--- config.mk ---
export PLATFORM = sky130hd
export DESIGN_NAME = dtc_cs_frame_gen
export DESIGN_NICKNAME = d
export VERILOG_FILES = /design/src/rtl/dtc_cs_frame_gen.sv
export SDC_FILE = /design/constraint.sdc
export NUM_CORES = 1
export LEC_CHECK = 0
export ABC_CLOCK_PERIOD_IN_PS = 2850
export CAP_MARGIN = 20
export CELL_PAD_IN_SITES_DETAIL_PLACEMENT = 1
export CELL_PAD_IN_SITES_GLOBAL_PLACEMENT = 1
export CORE_ASPECT_RATIO = 2
export CORE_UTILIZATION = 35
export CTS_BUF_LIST = sky130_fd_sc_hd__clkbuf_4 sky130_fd_sc_hd__clkbuf_8
export DETAILED_ROUTE_END_ITERATION = 8
export PLACE_DENSITY = 0.74
export SYNTH_ARGS = -nofsm -noshare
export SYNTH_HDL_FRONTEND = slang
export SYNTH_SLANG_ARGS = --single-unit
export TNS_END_PERCENT = 50
--- constraint.sdc ---
create_clock -name clk -period 2.85 [get_ports clk]
set_clock_uncertainty 0.15 [all_clocks]
set_input_delay 0.285 -clock clk [delete_from_list [all_inputs] [get_ports clk]]
set_output_delay 0.285 -clock clk [all_outputs]
set_load 0.1 [all_outputs]
--- src/rtl/dtc_cs_frame_gen.sv ---
// dtc_cs_frame_gen
// DVP transmit frame generator. Pops one byte per beat from the DMA half-pixel
// stream and drives DVP timing in this order: VSYNC pulse, vertical blank,
// then img_height HREF lines of 2*img_width bytes separated by horizontal blanks.
//
// Ports
//   clk, rst_n            single clock, asynchronous active-low reset
//   bwd_hpxl_*            upstream byte stream (dat/last/vld in, rdy out)
//   dvp_vsync/href/d      registered DVP outputs
//   cam_tx_en/mode/start  control: mode 0 sleep, 1 single-shot, 2 stream
//   cam_tx_start_qed      one-cycle pop of the start queue (single-shot only)
//   cam_tx_state          current FSM state (SLEEP=0 .. FLUSH=6)
//   img_width/img_height  frame size in pixels (>=1)
//   vsync/vblank/hblank_len  blanking lengths in cycles (0 behaves as 1)
//   irq_msk_frm_comp/err  enables for irq (frame done) and trap (frame error)
//
// Optional feature macro: DTC_TEST_PATTERN_EN adds input cam_tx_tpg. When it is
// high at VSYNC entry, the frame is generated internally as x ^ y and the
// upstream stream is left untouched.
//
// Handshake: a byte transfers on every clock edge where bwd_hpxl_vld and
// bwd_hpxl_rdy are both high. rdy is derived only from registered state and
// never depends on vld; the upstream side must hold dat/last stable while vld
// is high and rdy is low.
module dtc_cs_frame_gen #(
    parameter int DVP_DATA_W  = 8,
    parameter int IMG_DIM_MAX = 640,
    parameter int IMG_DIM_W   = $clog2(IMG_DIM_MAX),
    parameter int BLANK_W     = 8
) (
    input  logic                  clk,
    input  logic                  rst_n,
    input  logic [DVP_DATA_W-1:0] bwd_hpxl_dat,
    input  logic                  bwd_hpxl_last,
    input  logic                  bwd_hpxl_vld,
    output logic                  bwd_hpxl_rdy,
    output logic                  dvp_vsync,
    output logic                  dvp_href,
    output logic [DVP_DATA_W-1:0] dvp_d,
    input  logic                  cam_tx_en,
    input  logic [1:0]            cam_tx_mode,
    input  logic                  cam_tx_start,
    output logic                  cam_tx_start_qed,
    output logic [2:0]            cam_tx_state,
    input  logic [IMG_DIM_W-1:0]  img_width,
    input  logic [IMG_DIM_W-1:0]  img_height,
    input  logic [BLANK_W-1:0]    vsync_len,
    input  logic [BLANK_W-1:0]    vblank_len,
    input  logic [BLANK_W-1:0]    hblank_len,
    input  logic                  irq_msk_frm_comp,
    input  logic                  irq_msk_frm_err,
`ifdef DTC_TEST_PATTERN_EN
    input  logic                  cam_tx_tpg,
`endif
    output logic                  irq,
    output logic                  trap
);

    typedef enum logic [2:0] {
        ST_SLEEP  = 3'd0,
        ST_IDLE   = 3'd1,
        ST_VSYNC  = 3'd2,
        ST_VBLANK = 3'd3,
        ST_LINE   = 3'd4,
        ST_HBLANK = 3'd5,
        ST_FLUSH  = 3'd6
    } state_t;

    state_t                 state_q, state_d;
    logic [BLANK_W-1:0]     bcnt_q, bcnt_d;
    logic [IMG_DIM_W:0]     x_q, x_d;
    logic [IMG_DIM_W-1:0]   y_q, y_d;
    logic                   err_uf_q, err_uf_d;
    logic                   err_sync_q, err_sync_d;
    logic                   drop_q, drop_d;
    logic                   flush_pend_q, flush_pend_d;
    logic                   vsync_q, vsync_d;
    logic                   href_q, href_d;
    logic [DVP_DATA_W-1:0]  d_q, d_d;
    logic                   irq_q, irq_d;
    logic                   trap_q, trap_d;
    logic                   qed_q, qed_d;

    logic                   tpg_q;
    logic                   start_frame;
    logic                   start_ok;
    logic                   rdy_int;
    logic                   hs;
    logic                   uf_set, sync_set;
    logic                   line_end, frame_end;
    logic [IMG_DIM_W:0]     line_last;
    logic [BLANK_W-1:0]     vs_last, vb_last, hb_last, blank_last;

    // Last bcnt value of each blank; a programmed length of 0 behaves as 1.
    assign vs_last = (vsync_len  == '0) ? '0 : vsync_len  - BLANK_W'(1);
    assign vb_last = (vblank_len == '0) ? '0 : vblank_len - BLANK_W'(1);
    assign hb_last = (hblank_len == '0) ? '0 : hblank_len - BLANK_W'(1);
    assign blank_last = (state_q == ST_VBLANK) ? vb_last : hb_last;

    assign line_last = {img_width, 1'b0} - (IMG_DIM_W+1)'(1);
    assign line_end  = (x_q == line_last);
    assign frame_end = line_end && (y_q == img_height - IMG_DIM_W'(1));

    assign start_ok = cam_tx_en && cam_tx_start && (cam_tx_mode != 2'd0);

    // After an early last the rest of the frame belongs to the next upstream
    // frame, so the line stops consuming and pads with zeros instead.
    assign rdy_int = ((state_q == ST_LINE) && !drop_q && !tpg_q) || (state_q == ST_FLUSH);
    assign hs      = rdy_int && bwd_hpxl_vld;

`ifdef DTC_TEST_PATTERN_EN
    logic tpg_d;

    always_comb begin
        tpg_d = tpg_q;
        if (start_frame) tpg_d = cam_tx_tpg;
    end

    always_ff @(posedge clk or negedge rst_n) begin
        if (!rst_n) tpg_q <= 1'b0;
        else        tpg_q <= tpg_d;
    end
`else
    assign tpg_q = 1'b0;
`endif

    always_comb begin
        state_d      = state_q;
        bcnt_d       = bcnt_q;
        x_d          = x_q;
        y_d          = y_q;
        err_uf_d     = err_uf_q;
        err_sync_d   = err_sync_q;
        drop_d       = drop_q;
        flush_pend_d = flush_pend_q;
        vsync_d      = 1'b0;
        href_d       = 1'b0;
        d_d          = '0;
        irq_d        = 1'b0;
        qed_d        = 1'b0;
        start_frame  = 1'b0;
        uf_set       = 1'b0;
        sync_set     = 1'b0;

        case (state_q)
            ST_SLEEP, ST_IDLE: begin
                if ((state_q == ST_IDLE) && flush_pend_q) begin
                    state_d = ST_FLUSH;
                end else if (start_ok) begin
                    state_d     = ST_VSYNC;
                    start_frame = 1'b1;
                    qed_d       = (cam_tx_mode == 2'd1);
                end else begin
                    state_d = ST_SLEEP;
                end
            end
            ST_VSYNC: begin
                vsync_d = 1'b1;
                if (bcnt_q == vs_last) begin
                    bcnt_d  = '0;
                    state_d = ST_VBLANK;
                end else begin
                    bcnt_d = bcnt_q + BLANK_W'(1);
                end
            end
            ST_VBLANK, ST_HBLANK: begin
                // Once the programmed blank has elapsed, hold here until the
                // first byte of the line is available.
                if (bcnt_q == blank_last) begin
                    if (bwd_hpxl_vld || tpg_q || drop_q) state_d = ST_LINE;
                end else begin
                    bcnt_d = bcnt_q + BLANK_W'(1);
                end
            end
            ST_LINE: begin
                href_d = 1'b1;
                x_d    = x_q + (IMG_DIM_W+1)'(1);
                if (tpg_q) begin
                    d_d = x_q[DVP_DATA_W-1:0] ^ y_q[DVP_DATA_W-1:0];
                end else if (drop_q) begin
                    d_d = '0;
                end else if (bwd_hpxl_vld) begin
                    d_d = bwd_hpxl_dat;
                    if (bwd_hpxl_last && !frame_end) begin
                        sync_set = 1'b1;
                        drop_d   = 1'b1;
                    end
                    if (!bwd_hpxl_last && frame_end) begin
                        sync_set     = 1'b1;
                        flush_pend_d = 1'b1;
                    end
                end else begin
                    uf_set = 1'b1;
                end
                if (line_end) begin
                    x_d = '0;
                    if (frame_end) begin
                        state_d = ST_IDLE;
                        irq_d   = irq_msk_frm_comp;
                    end else begin
                        y_d     = y_q + IMG_DIM_W'(1);
                        bcnt_d  = '0;
                        state_d = ST_HBLANK;
                    end
                end
            end
            ST_FLUSH: begin
                if (hs && bwd_hpxl_last) begin
                    flush_pend_d = 1'b0;
                    state_d      = ST_IDLE;
                end
            end
            default: state_d = ST_SLEEP;
        endcase

        if (start_frame) begin
            bcnt_d     = '0;
            x_d        = '0;
            y_d        = '0;
            err_uf_d   = 1'b0;
            err_sync_d = 1'b0;
            drop_d     = 1'b0;
        end
        if (uf_set)   err_uf_d   = 1'b1;
        if (sync_set) err_sync_d = 1'b1;

        // Only the first error of a frame raises trap.
        trap_d = irq_msk_frm_err && (uf_set || sync_set) && !(err_uf_q || err_sync_q);
    end

    always_ff @(posedge clk or negedge rst_n) begin
        if (!rst_n) begin
            state_q      <= ST_SLEEP;
            bcnt_q       <= '0;
            x_q          <= '0;
            y_q          <= '0;
            err_uf_q     <= 1'b0;
            err_sync_q   <= 1'b0;
            drop_q       <= 1'b0;
            flush_pend_q <= 1'b0;
            vsync_q      <= 1'b0;
            href_q       <= 1'b0;
            d_q          <= '0;
            irq_q        <= 1'b0;
            trap_q       <= 1'b0;
            qed_q        <= 1'b0;
        end else begin
            state_q      <= state_d;
            bcnt_q       <= bcnt_d;
            x_q          <= x_d;
            y_q          <= y_d;
            err_uf_q     <= err_uf_d;
            err_sync_q   <= err_sync_d;
            drop_q       <= drop_d;
            flush_pend_q <= flush_pend_d;
            vsync_q      <= vsync_d;
            href_q       <= href_d;
            d_q          <= d_d;
            irq_q        <= irq_d;
            trap_q       <= trap_d;
            qed_q        <= qed_d;
        end
    end

    assign bwd_hpxl_rdy     = rdy_int;
    assign dvp_vsync        = vsync_q;
    assign dvp_href         = href_q;
    assign dvp_d            = d_q;
    assign irq              = irq_q;
    assign trap             = trap_q;
    assign cam_tx_start_qed = qed_q;
    assign cam_tx_state     = state_q;

endmodule

==> results.py <==
metrics = {
    "sta": {
        "worst_pin_slew_ps": 562.9,
        "maxSlewHeadroom": 0.6233,
        "fin_crit_sh": 1.005,
        "fmax_mhz": 349.1,
        "rsz0062_at_grt": "true",
        "min_period_ps": 2864,
        "finalSetupViolations": 3,
        "finalHoldViolCount": 0,
        "finalMaxSlewViolations": 0,
        "fin_ws_ps": -14.36,
        "finalHoldWorstSlack_ps": 293.9,
    },
    "placement": {
        "place_congestion": 0.8241,
        "port_buffers": 78,
        "dp_hpwl_um": 11910,
        "dpl-instance-area_um2": 5831,
    },
    "synthesis": {
        "mappedNetlistArea_um2": 4075,
        "synthFlopType": "dfrtp_1",
        "synth_warnings": 0,
        "synthCells": 492,
        "synth.top_cell.area_share": 0.3009,
        "yosysUniqueCellTypes": 67,
        "synthTopCellsByArea": "dfrtp_1 (30%), xnor2_1 (4.3%), xor2_1 (4.1%), nor2_1 (3.6%), o21ai_0 (3.4%)",
        "ys_seq_area_frac": 0.3009,
        "yosys_register_bits": 49,
        "synth_nets": 564,
        "synth_top_area_cell": "dfrtp_1",
        "avgSynthCellArea_um2": 8.283,
        "async_flop_share": 1.000,
        "synth-edff-count": 0,
    },
    "die": {
        "chipWidth_um": 78.30,
        "coreArea_um2": 11350,
        "rows": 55,
        "die_area_um2": 12110,
        "start_util": 0.3589,
        "ios": 79,
        "fp.dieH_um": 154.6,
    },
    "detailed_routing": {
        "drt-pass1-iter-count": 4,
        "route.vias.total": 4828,
        "wl_um": 16750,
        "drc_errors": 0,
        "drt-initial-drc-count": 194,
        "ant_nets": 0,
        "wl_per_cell_um": 20.25,
        "via_per_inst": 5.838,
    },
    "critical_path": {
        "required_ps": 2960,
        "critPathMaxFanout": 5,
        "critPathArrivalTime_ps": 2980,
        "reg2reg_depth": 10,
        "worstSetupPathType": "in -> reg",
        "start_kind": "input port",
        "critPathCaptureType": "register",
    },
    "min_path": {
        "hp-class": "in -> async",
    },
    "run_status": {
        "violations": "setup timing",
        "outcome": "finished, violations left",
    },
    "pwr": {
        "netSwitchingFraction": 0.4640,
        "p_switching_uw": 1864,
        "p_clk_frac": 0.154,
        "power.density_nw_per_um2": 601.7,
        "power.internal_uw": 2153,
        "leakage_uw": 0.002944,
        "ir_worst_vdd_mv": 0.3062,
        "power.total_uw": 4017,
        "combinationalPowerShare": 0.579,
        "power_frac_seq": 0.267,
    },
    "global_route": {
        "overflow": 0,
        "grt_max_degree": 21,
        "antenna_found_initial": 0,
        "grtUsageTotal": 0.2671,
        "grt_pass1_vias": 5384,
        "grt_pass1_wl_um": 25230,
    },
    "finish": {
        "fillers": 1292,
        "final_cell_area_um2": 6675,
        "nets": 756,
        "drive_above_1_share": 0.3883,
        "areaGrowthSynthToFinish_pct": 63.80,
        "seq_area_um2": 1235,
        "multi_input_area_um2": 3244,
        "diodes": 0,
    },
    "clock_network": {
        "cts_htree_levels": 2,
        "clockRootBuffer": "clkbuf_8",
        "clk_latency_ps": 320,
        "clk_pin_slew_worst_paths_ps": 100,
        "cts_tree": "yes",
        "cts_buffer_depth": 2,
        "cts_sinks": 49,
        "cts_buffers": 5,
    },
    "job": {
        "max_cap_violations": 0,
    },
}
-- layer usage --
layer  part of all wire  GRT usage  routed length [um]
met5                  0          0                   0
met4              0.051     0.1649                 853
met3              0.025    0.02596                 427
met2               0.59     0.5405                9896
met1               0.33     0.2418                5574
-- cells by family (layout without fill, tap and decap cells) --
group           Yosys count  after routing  synth area share
compound gates          130            131            0.2343
xor+xnor                 39             39           0.08382
fa+ha+maj                10             10           0.03070
buf+inv                  50            242           0.04759
flops                    49             49            0.3009
mux                       5              5           0.01290
simple gates            209            209            0.2898
-- Yosys cell counts (3+ instances only) --
cell type	n
o31ai_1	7
or2_2	6
a211o_1	3
nor4b_1	5
o211ai_1	5
a211oi_1	9
a2111oi_0	3
nor3_1	22
nor3b_1	8
nor2_1	39
or3_1	13
a221o_1	6
o21ai_0	28
and3_1	19
nor2b_1	6
a31oi_1	5
nand4_1	12
dfrtp_1	49
or4_1	8
and2_1	4
mux2i_1	3
a22o_1	4
o21a_1	3
clkbuf_1	14
o2111ai_1	3
nor4_1	9
xnor2_1	20
nand3_1	20
nand2b_1	8
o211a_1	5
xor2_1	19
or3b_2	3
a21o_1	6
inv_1	31
ha_1	10
a21oi_1	20
nand2_1	18
-- registers in the layout, summed over array words and instances, names as in the netlist, 3 cells and up --
signal	flops
x_q	11
y_q	10
bcnt_q	8
dvp_d	8
cam_tx_state	3
-- what timing repair did --
item,in CTS,in global routing
hold endpoints to repair,18,0
gates resized for setup,115,68
pin swaps,48,44
endpoints found under the setup margin,37,26
buffers inserted,10,5
hold buffers,1,0
gates cloned,1,0
-- layout by cell type (no fill, tap or decap), types with 8 or more instances in the layout --
| cell | instances |
|---|---|
| nor2_1 | 34 |
| buf_6 | 11 |
| nand4_1 | 12 |
| xnor2_1 | 19 |
| clkdlybuf4s50_1 | 33 |
| nor3_1 | 15 |
| dfrtp_1 | 46 |
| inv_1 | 28 |
| a21oi_1 | 16 |
| buf_4 | 128 |
| o21ai_0 | 18 |
| dlymetal6s2s_1 | 10 |
| and3_1 | 19 |
| nand2_1 | 15 |
| xor2_1 | 18 |
| or4_4 | 8 |
| nand3_1 | 19 |
-- final timing paths --
path | start | end | slack (ps)
max | img_height[0] | y_q[8] | -10
min reg2reg | err_uf_q | err_uf_q | 410
max in group asynchronous | rst_n | err_uf_q | 1620
min in group clk | bwd_hpxl_dat[2] | dvp_d[2] | 400
min | rst_n | x_q[9] | 290
max reg2reg | x_q[7] | trap | 90
-- critical path, cell delays in order --
cell             delay (ps)
clkdlybuf4s15_1         210
buf_6                   140
or3_4                   400
nor4_4                  380
mux2_4                  270
nor3_4                   50
buf_4                   150
a2111oi_4               300
buf_4                   210
o21ai_4                  90
or3_4                   360
a21oi_2                 140
-- layout make-up --
type                            count  area share
Tap cell                          142     0.02662
Timing Repair Buffer              203      0.2617
Multi-Input combinational cell    394      0.4860
Inverter                           31     0.02006
Clock inverter                      3     0.01031
Sequential cell                    49      0.1850
Clock buffer                        5     0.01031
-- metrics by stage --
stage	TNS (ps)	worst slack, ps	utilization	instances
after detailed placement	-24130	-905.9	0.5135	804
after global placement	-20910	-793.5	0.5135	804
after CTS	0	0.9457	0.5624	823
final	-23.89	-14.36	0.5879	827
after floorplan	-675.6	-110.0	-	492
after global routing	-1308	-137.3	0.5879	827
-- power groups by stage --
stage | logic, uW | clock network [uW] | registers, uW
2_1_floorplan | 1080 | 0 | 1270
3_3_place_gp | 1970 | 0 | 1050
3_5_place_dp | 2060 | 0 | 1060
4_1_cts | 2210 | 623 | 1050
5_1_grt | 2490 | 655 | 1090
6_report | 2330 | 620 | 1070
Note: power is estimated with default switching activity, not from simulation.
